`src/rtl/accumulate_main_if.sv`:
```
// Call/return bundle for the accumulate kernel: request with loop-carried
// initial values in one direction, result pulse and busy flag in the other.
interface accumulate_main_if #(
  parameter int W = 64
);
  logic         r_enable;
  logic [W-1:0] init_i;
  logic [W-1:0] init_acc;
  logic         w_enable;
  logic [W-1:0] result;
  logic         busy;

  modport master (
    output r_enable,
    output init_i,
    output init_acc,
    input  w_enable,
    input  result,
    input  busy
  );

  modport slave (
    input  r_enable,
    input  init_i,
    input  init_acc,
    output w_enable,
    output result,
    output busy
  );
endinterface

```
`src/rtl/accumulate_main.sv`:
```
// Multi-cycle responder for the accumulate kernel:
//   while (i < LIMIT) { acc = acc + i; i = i + 1; } return acc;
module accumulate_main #(
  parameter int           W     = 64,
  parameter logic [W-1:0] LIMIT = W'(10)
) (
  input  logic               clk,
  input  logic               rst,
  accumulate_main_if.slave   bus
);

  typedef enum logic [1:0] {
    IDLE  = 2'd0,
    CHECK = 2'd1,
    BODY  = 2'd2,
    DONE  = 2'd3
  } state_t;

  state_t       state_q, state_d;
  logic [W-1:0] i_q, i_d;
  logic [W-1:0] acc_q, acc_d;
  logic [W-1:0] result_q, result_d;
  logic         w_en_q, w_en_d;
  logic         busy_q, busy_d;
  logic         accept;

  // The result pulse lands in the cycle after DONE, so IDLE refuses a new
  // request while the pulse is still on the wire.
  assign accept = (state_q == IDLE) && bus.r_enable && !w_en_q;

  always_comb begin
    state_d  = state_q;
    i_d      = i_q;
    acc_d    = acc_q;
    result_d = result_q;
    w_en_d   = 1'b0;
    busy_d   = busy_q;

    unique case (state_q)
      IDLE: begin
        if (w_en_q) begin
          busy_d = 1'b0;
        end
        if (accept) begin
          i_d     = bus.init_i;
          acc_d   = bus.init_acc;
          busy_d  = 1'b1;
          state_d = CHECK;
        end
      end
      CHECK: begin
        if (i_q < LIMIT) begin
          state_d = BODY;
        end else begin
          result_d = acc_q;
          state_d  = DONE;
        end
      end
      BODY: begin
        acc_d   = acc_q + i_q;
        i_d     = i_q + W'(1);
        state_d = CHECK;
      end
      DONE: begin
        w_en_d  = 1'b1;
        state_d = IDLE;
      end
      default: state_d = IDLE;
    endcase
  end

  always_ff @(posedge clk or posedge rst) begin
    if (rst) begin
      state_q  <= IDLE;
      i_q      <= '0;
      acc_q    <= '0;
      result_q <= '0;
      w_en_q   <= 1'b0;
      busy_q   <= 1'b0;
    end else begin
      state_q  <= state_d;
      i_q      <= i_d;
      acc_q    <= acc_d;
      result_q <= result_d;
      w_en_q   <= w_en_d;
      busy_q   <= busy_d;
    end
  end

  assign bus.w_enable = w_en_q;
  assign bus.result   = result_q;
  assign bus.busy     = busy_q;

endmodule
```
`src/flat_wrapper.sv`:
```
// flat-port wrapper written by rule: the top's interface ports become plain ports
module accumulate_main_flat 
#(
  parameter int           W     = 64,
  parameter logic [W-1:0] LIMIT = W'(10)
)
  (clk, rst, bus_r_enable, bus_init_i, bus_init_acc, bus_w_enable, bus_result, bus_busy);
  accumulate_main_if #(.W(W)) bus_i ();
  input  logic clk;
  input  logic rst;
  input wire logic [$bits(bus_i.r_enable)-1:0] bus_r_enable;
  input wire logic [$bits(bus_i.init_i)-1:0] bus_init_i;
  input wire logic [$bits(bus_i.init_acc)-1:0] bus_init_acc;
  output wire logic [$bits(bus_i.w_enable)-1:0] bus_w_enable;
  output wire logic [$bits(bus_i.result)-1:0] bus_result;
  output wire logic [$bits(bus_i.busy)-1:0] bus_busy;
  assign bus_i.r_enable = bus_r_enable;
  assign bus_i.init_i = bus_init_i;
  assign bus_i.init_acc = bus_init_acc;
  assign bus_w_enable = bus_i.w_enable;
  assign bus_result = bus_i.result;
  assign bus_busy = bus_i.busy;
  accumulate_main #(.W(W), .LIMIT(LIMIT)) u_core (.clk(clk), .rst(rst), .bus(bus_i));
endmodule
```
`config.mk`:
```
export PLATFORM = sky130hd
export DESIGN_NAME = accumulate_main_flat
export DESIGN_NICKNAME = d
export VERILOG_FILES = /design/src/rtl/accumulate_main_if.sv /design/src/rtl/accumulate_main.sv /design/src/flat_wrapper.sv
export SDC_FILE = /design/constraint.sdc
export NUM_CORES = 1
export LEC_CHECK = 0
export BUFFER_PORTS_ARGS = -buffer_cell sky130_fd_sc_hd__buf_2
export CAP_MARGIN = 20
export CORE_MARGIN = 2
export CORE_UTILIZATION = 55
export CTS_CLUSTER_DIAMETER = 200
export DETAILED_ROUTE_END_ITERATION = 10
export GPL_TIMING_DRIVEN = 0
export PLACE_DENSITY = 0.86
export SLEW_MARGIN = 20
export SYNTH_ARGS = -nofsm -noshare
export SYNTH_HDL_FRONTEND = slang
export SYNTH_SLANG_ARGS = --single-unit
```
`constraint.sdc`:
```
create_clock -name clk -period 8.3 [get_ports clk]
set_clock_uncertainty 0.2 [all_clocks]
set_input_delay 1.245 -clock clk [delete_from_list [all_inputs] [get_ports clk]]
set_output_delay 1.245 -clock clk [all_outputs]
set_load 0.1 [all_outputs]
```
* Word level (Yosys, flattened, before mapping) *
Index checks and enable logic that the tools add are counted.

cells by class
  equal/unequal tests = 4
  multiplexer cells = 10
  bitwise operators = 1
  add/sub/neg operators = 2
  reductions and logical operators = 9
  order comparisons = 1

operator list
  kind                                                                   number
  64-bit one-hot mux with 2 select lines                                 2
  64-bit 2-to-1 mux                                                      2
  64-bit by 1-bit adder with 64-bit output, second input constant        1
  64-bit adder                                                           1
  64-bit by 4-bit < comparator with 1-bit output, second input constant  1
  2-bit one-hot mux with 4 select lines                                  1
  2-bit AND reduction                                                    3
  2-bit == test, second input constant                                   2
  1-bit 2-to-1 mux                                                       4
  2-bit nonzero test                                                     2
  2-bit by 1-bit == test with 1-bit output, second input constant        1
  1-bit logical AND                                                      2
  2-bit zero test                                                        1
  2-bit 2-to-1 mux                                                       1
  2-bit by 1-bit != test with 1-bit output, second input constant        1
  1-bit zero test                                                        1
  1-bit NOT                                                              1

word-level totals
  register bits = 196
  bits of input ports = 131
  output and inout port bits = 66
  logic and storage cells = 33

* Logic depth before layout (Yosys ltp) *
  depth after elaboration = 5
  gate-level depth with buffers = 13
  gate-level depth less buffers = 12

* Worst setup path after synthesis *
No wires, ideal clock.

  path kind = register to register
  from = register u_core.i_q[0]
  to = register u_core.acc_q[46]
  cell stages (with the launch flop) = 13
  arrival time = 2.961 ns
  required time = 7.980 ns
  path slack = 5.019 ns
  period minus slack after synthesis = 3.281 ns
  buffers on the path = 0
  setup time = 0.120 ns
  cell sequence = dfrtp_1 -> ha_1 -> fa_1 -> a21oi_1 -> o21ai_1 -> a211oi_1 -> nor3_2 -> o21a_1 -> and3_1 -> o21ai_2 -> a21oi_1 -> or4_1 -> and3_1

on the way
  word-level cells in the longest chain between the ends = 2

RTL lines
  item                                    RTL line               text
  start: declaration                      accumulate_main.sv:20  logic [W-1:0] i_q, i_d;
  start signal: assignment                accumulate_main.sv:82  i_q <= i_d;
  64-bit adder                            accumulate_main.sv:60  acc_d = acc_q + i_q;
  64-bit one-hot mux with 2 select lines  accumulate_main.sv:39  unique case (state_q)
  end signal: assignment                  accumulate_main.sv:76  acc_q <= '0;
  end signal: assignment                  accumulate_main.sv:83  acc_q <= acc_d;
  end: declaration                        accumulate_main.sv:21  logic [W-1:0] acc_q, acc_d;

Every way passes these cells.
A chain may end at the register's enable or synchronous reset.

* Worst setup path after layout *
  from = register u_core.i_q[0]
  to = register u_core.acc_q[60]

The elaborated chain is that of the path after synthesis.

==> out/qor.txt <==
====================================================================================
Outcome                                                                    completed
Final number of max-transition violations                                          0
Data arrival time of the critical path                                       4.64 ns
DRT met1 WL                                                                  17.8 mm
Number of antenna violations at the first check in global routing                  1
Clk pin slew, worst setup/hold paths                                         0.08 ns
Kind of cell adding the most delay to the critical path                 compound AO/OA/AOI/OAI gates
Total nets after synthesis                                                      1669
RSZ-0062 raised after global routing                                              no
Detailed-route via count                                                       13000
Total global-route track usage                                                 35.4%
PnR worst setup slack                                                        3.81 ns
Required arrival time at the worst endpoint                                  8.45 ns
Synthesized area per cell                                                  8.70 um^2
Commonest register cell after synthesis                                 sky130_fd_sc_hd__dfrtp_1
Die area                                                                 0.0245 mm^2
Flip-flop and latch count after synthesis                                        196
WL met3                                                                      3.95 mm
Min Clock Period, post-route                                                 4.49 ns
Count of buffering cells on the critical path with inverters included              0
Largest net degree at the start of global routing                                 75
Top-level port count                                                             197
Via-to-Cell Ratio                                                               6.45
Chip width                                                                    157 um
First-iteration detailed-routing DRC count                                      1425
Antenna cell count                                                                 0
Final setup fails                                                                  0
Share of layout cells above drive strength 1                                   20.3%
Cells along the critical path                                           ha_1, fa_1, a21oi_1, o21ai_1, a32o_1, o311ai_0, o211ai_1, a31oi_2, o32ai_1, a31o_2, a311oi_1
Number of sinks handled by clock tree synthesis                                  196
Uppermost routed layer                                                          met5
Hold_buf cts                                                                       0
Cell with the largest stage delay on the worst path                     sky130_fd_sc_hd__o311ai_0
CP startpoint kind                                                          register
Max Buffers Root-to-Sink                                                           2
Kind of end point of the critical path                                      register
Routed wire length on met2                                                   19.4 mm
Synthesized instance count                                                      1473
Clock tree from TritonCTS                                                      built
Synth Area in Compound Gates                                                   21.8%
Final-layout worst hold slack                                               0.303 ns
Setup slack after placement                                                  4.10 ns
Distinct cell type count after synthesis                                          81
Startpoint-to-endpoint class of the critical path                         reg -> reg
Signed area change from the synthesized netlist to the final layout            15.9%
Final worst path period share                                                  54.1%
Placed wire-length estimate after detailed placement                         32.6 mm
Worst hold-check path type                                                reg -> reg
Deepest level of the CTS H-tree                                                    4
Final global-route overflow total                                                  0
Final Routed Wirelength                                                      43.2 mm
Filler cells                                                                    1936
Number of buffers inserted to repair setup after CTS                               0
Post-layout nets                                                                1886
Count of final hold-check violations                                               0
Adder and majority gate portion of the synthesized area                        6.40%
Final weighted congestion of routability-driven global placement               0.978
Number of port buffers                                                           196
Multi-input gate area in the final layout                               0.00748 mm^2
Cell row count                                                                    55
Mux cell area share after synthesis                                            5.95%
Via count of the first global-routing pass                                     12200
Post-synthesis xor/xnor area fraction                                          3.55%
Area of the placeable core                                               0.0228 mm^2
Routed WL per cell                                                           21.4 um
Yosys warning total                                                                0
Number of detailed-route iterations in the first pass                              7
Achievable Freq                                                              223 MHz
Height of the die                                                             157 um
Largest family of logic cells by synthesized area                       compound AO/OA/AOI/OAI gates
Crit path largest cell delay                                                 0.73 ns
Antenna Violating Nets Remaining                                                   0
Register Area                                                           0.00490 mm^2
Mapped cell area                                                         0.0128 mm^2
Remaining max-slew budget at the tightest pin                                  21.3%
Async S/R FF share, synth                                                       100%
Count of flip-flops with a built-in enable after synthesis                         0
CTS buffer count                                                                  17
Sum Neg Setup Slack                                                             0 ns
Share of synthesized cell area in and, or, nand and nor gates                  20.6%
Worst-Margin Slew                                                            1.18 ns
Count of maximum capacitance violations                                            0
Initial core utilization                                                       56.3%
Portion of the post-synthesis area used by sequential elements                 38.3%
Quantity of gates resized following cts                                            0
DR DRC count                                                                       0
CTS Root Buffer Type                                                    sky130_fd_sc_hd__clkbuf_16
Critical path fanouts, max                                                         6
Clock latency of the later-clocked register in the worst-skew pair           0.45 ns
First-pass GRT wire length                                                   66.7 mm
====================================================================================
registers in the layout, summed over array words and instances, names as in the netlist:
name	cells
u_core.acc_q	64
u_core.bus.result	64
u_core.bus.busy	1
u_core.state_q	2
u_core.i_q	64
u_core.bus.w_enable	1
path summary, 6_finish.rpt:
check / from / end / slack, ns / depth (start not counted)
setup / recovery: u_core.i_q[0] / u_core.acc_q[60] / 3.81 / 11
hold / removal: u_core.bus.result[50] / u_core.bus.result[50] / 0.30 / 1
setup reg to reg: u_core.i_q[0] / u_core.acc_q[60] / 3.81 / 11
hold reg to reg: u_core.bus.result[50] / u_core.bus.result[50] / 0.30 / 1
max in group asynchronous: rst / u_core.i_q[59] / 6.57 / 3
min in group asynchronous: rst / u_core.bus.result[20] / 0.61 / 2
placed cells by master, fill, tap and decap left out, drive strengths merged, types with 8 or more instances in the layout:
cell,instances
a21o,32
mux2,65
a311oi,17
a211oi,32
nand2,231
nand4,28
nand3,36
ha,64
xnor2,35
nor3,30
o22ai,17
nor2,139
o31ai,8
inv,37
and3,33
xor2,17
o21bai,13
nor4,23
o311ai,9
o21ai,62
o211ai,15
nand2b,8
buf,224
a21oi,108
a31oi,59
clkbuf,68
dfrtp,196
final cells by class:
| type | count | share of cell area (%) |
|---|---|---|
| well taps | 313 | 2.64 |
| plain buffers | 77 | 2.12 |
| repair buffers | 198 | 6.98 |
| flip-flops and latches | 196 | 33.0 |
| multi-input cells | 1168 | 50.3 |
| clock inverters | 15 | 1.17 |
| clock buffers | 17 | 2.86 |
| inverters | 32 | 0.859 |
routing by layer:
metal / up-vias / global-route usage, %
li1: 5882 / -
met1: 6216 / 47.7
met2: 779 / 55.8
met3: 133 / 5.68
met4: 2 / 17.4
met5: - / 0
worst reg2reg max path: stages (launching register included):
cell                       delay, ns
sky130_fd_sc_hd__dfrtp_1        0.45
sky130_fd_sc_hd__ha_1           0.24
sky130_fd_sc_hd__fa_1           0.40
sky130_fd_sc_hd__a21oi_1        0.24
sky130_fd_sc_hd__o21ai_1        0.17
sky130_fd_sc_hd__a32o_1         0.27
sky130_fd_sc_hd__o311ai_0       0.73
sky130_fd_sc_hd__o211ai_1       0.47
sky130_fd_sc_hd__a31oi_2        0.50
sky130_fd_sc_hd__o32ai_1        0.21
sky130_fd_sc_hd__a31o_2         0.28
sky130_fd_sc_hd__a311oi_1       0.24
kinds of logic (layout without fill, tap and decap cells):
group	count (synthesis)	count (layout)
simple gates	563	563
fa+ha+maj	65	65
mux	68	68
buf+inv	109	339
flops	196	196
xor+xnor	52	52
compound gates	420	420
Yosys cell counts, types with 10 or more instances:
cell	count	area share (%)
sky130_fd_sc_hd__nor3_1	28	1.1
sky130_fd_sc_hd__nand3_1	35	1.4
sky130_fd_sc_hd__xnor2_1	35	2.4
sky130_fd_sc_hd__o21ai_0	54	2.1
sky130_fd_sc_hd__nand4_1	25	1.2
sky130_fd_sc_hd__xor2_1	17	1.2
sky130_fd_sc_hd__ha_1	64	6.2
sky130_fd_sc_hd__a21oi_1	108	4.2
sky130_fd_sc_hd__o21bai_1	13	0.76
sky130_fd_sc_hd__o211ai_1	15	0.88
sky130_fd_sc_hd__o22ai_1	17	0.83
sky130_fd_sc_hd__nor2_1	136	4.0
sky130_fd_sc_hd__a311oi_1	17	1.2
sky130_fd_sc_hd__buf_2	15	0.59
sky130_fd_sc_hd__clkbuf_1	51	1.5
sky130_fd_sc_hd__and3_1	32	1.6
sky130_fd_sc_hd__a31oi_1	58	2.8
sky130_fd_sc_hd__a211oi_1	30	1.8
sky130_fd_sc_hd__a21o_1	32	1.9
sky130_fd_sc_hd__nand2_1	231	6.8
sky130_fd_sc_hd__buf_1	10	0.29
sky130_fd_sc_hd__nor4_1	22	1.1
sky130_fd_sc_hd__inv_1	32	0.94
sky130_fd_sc_hd__dfrtp_1	196	38
sky130_fd_sc_hd__mux2_2	64	5.6
through the flow:
stage / area, um^2 / utilization, % / cells
after global routing: 14900 / 65.2 / 2016
final: 14900 / 65.2 / 2016
after CTS: 14900 / 65.2 / 2016
after floorplan: 12800 / - / 1473
after global placement: 14200 / 62.3 / 1982
after detailed placement: 14300 / 62.6 / 1984
Power is left out: the tool's default activity adds up to more than one toggle a clock period on the data nets, which glitch-free logic cannot reach.
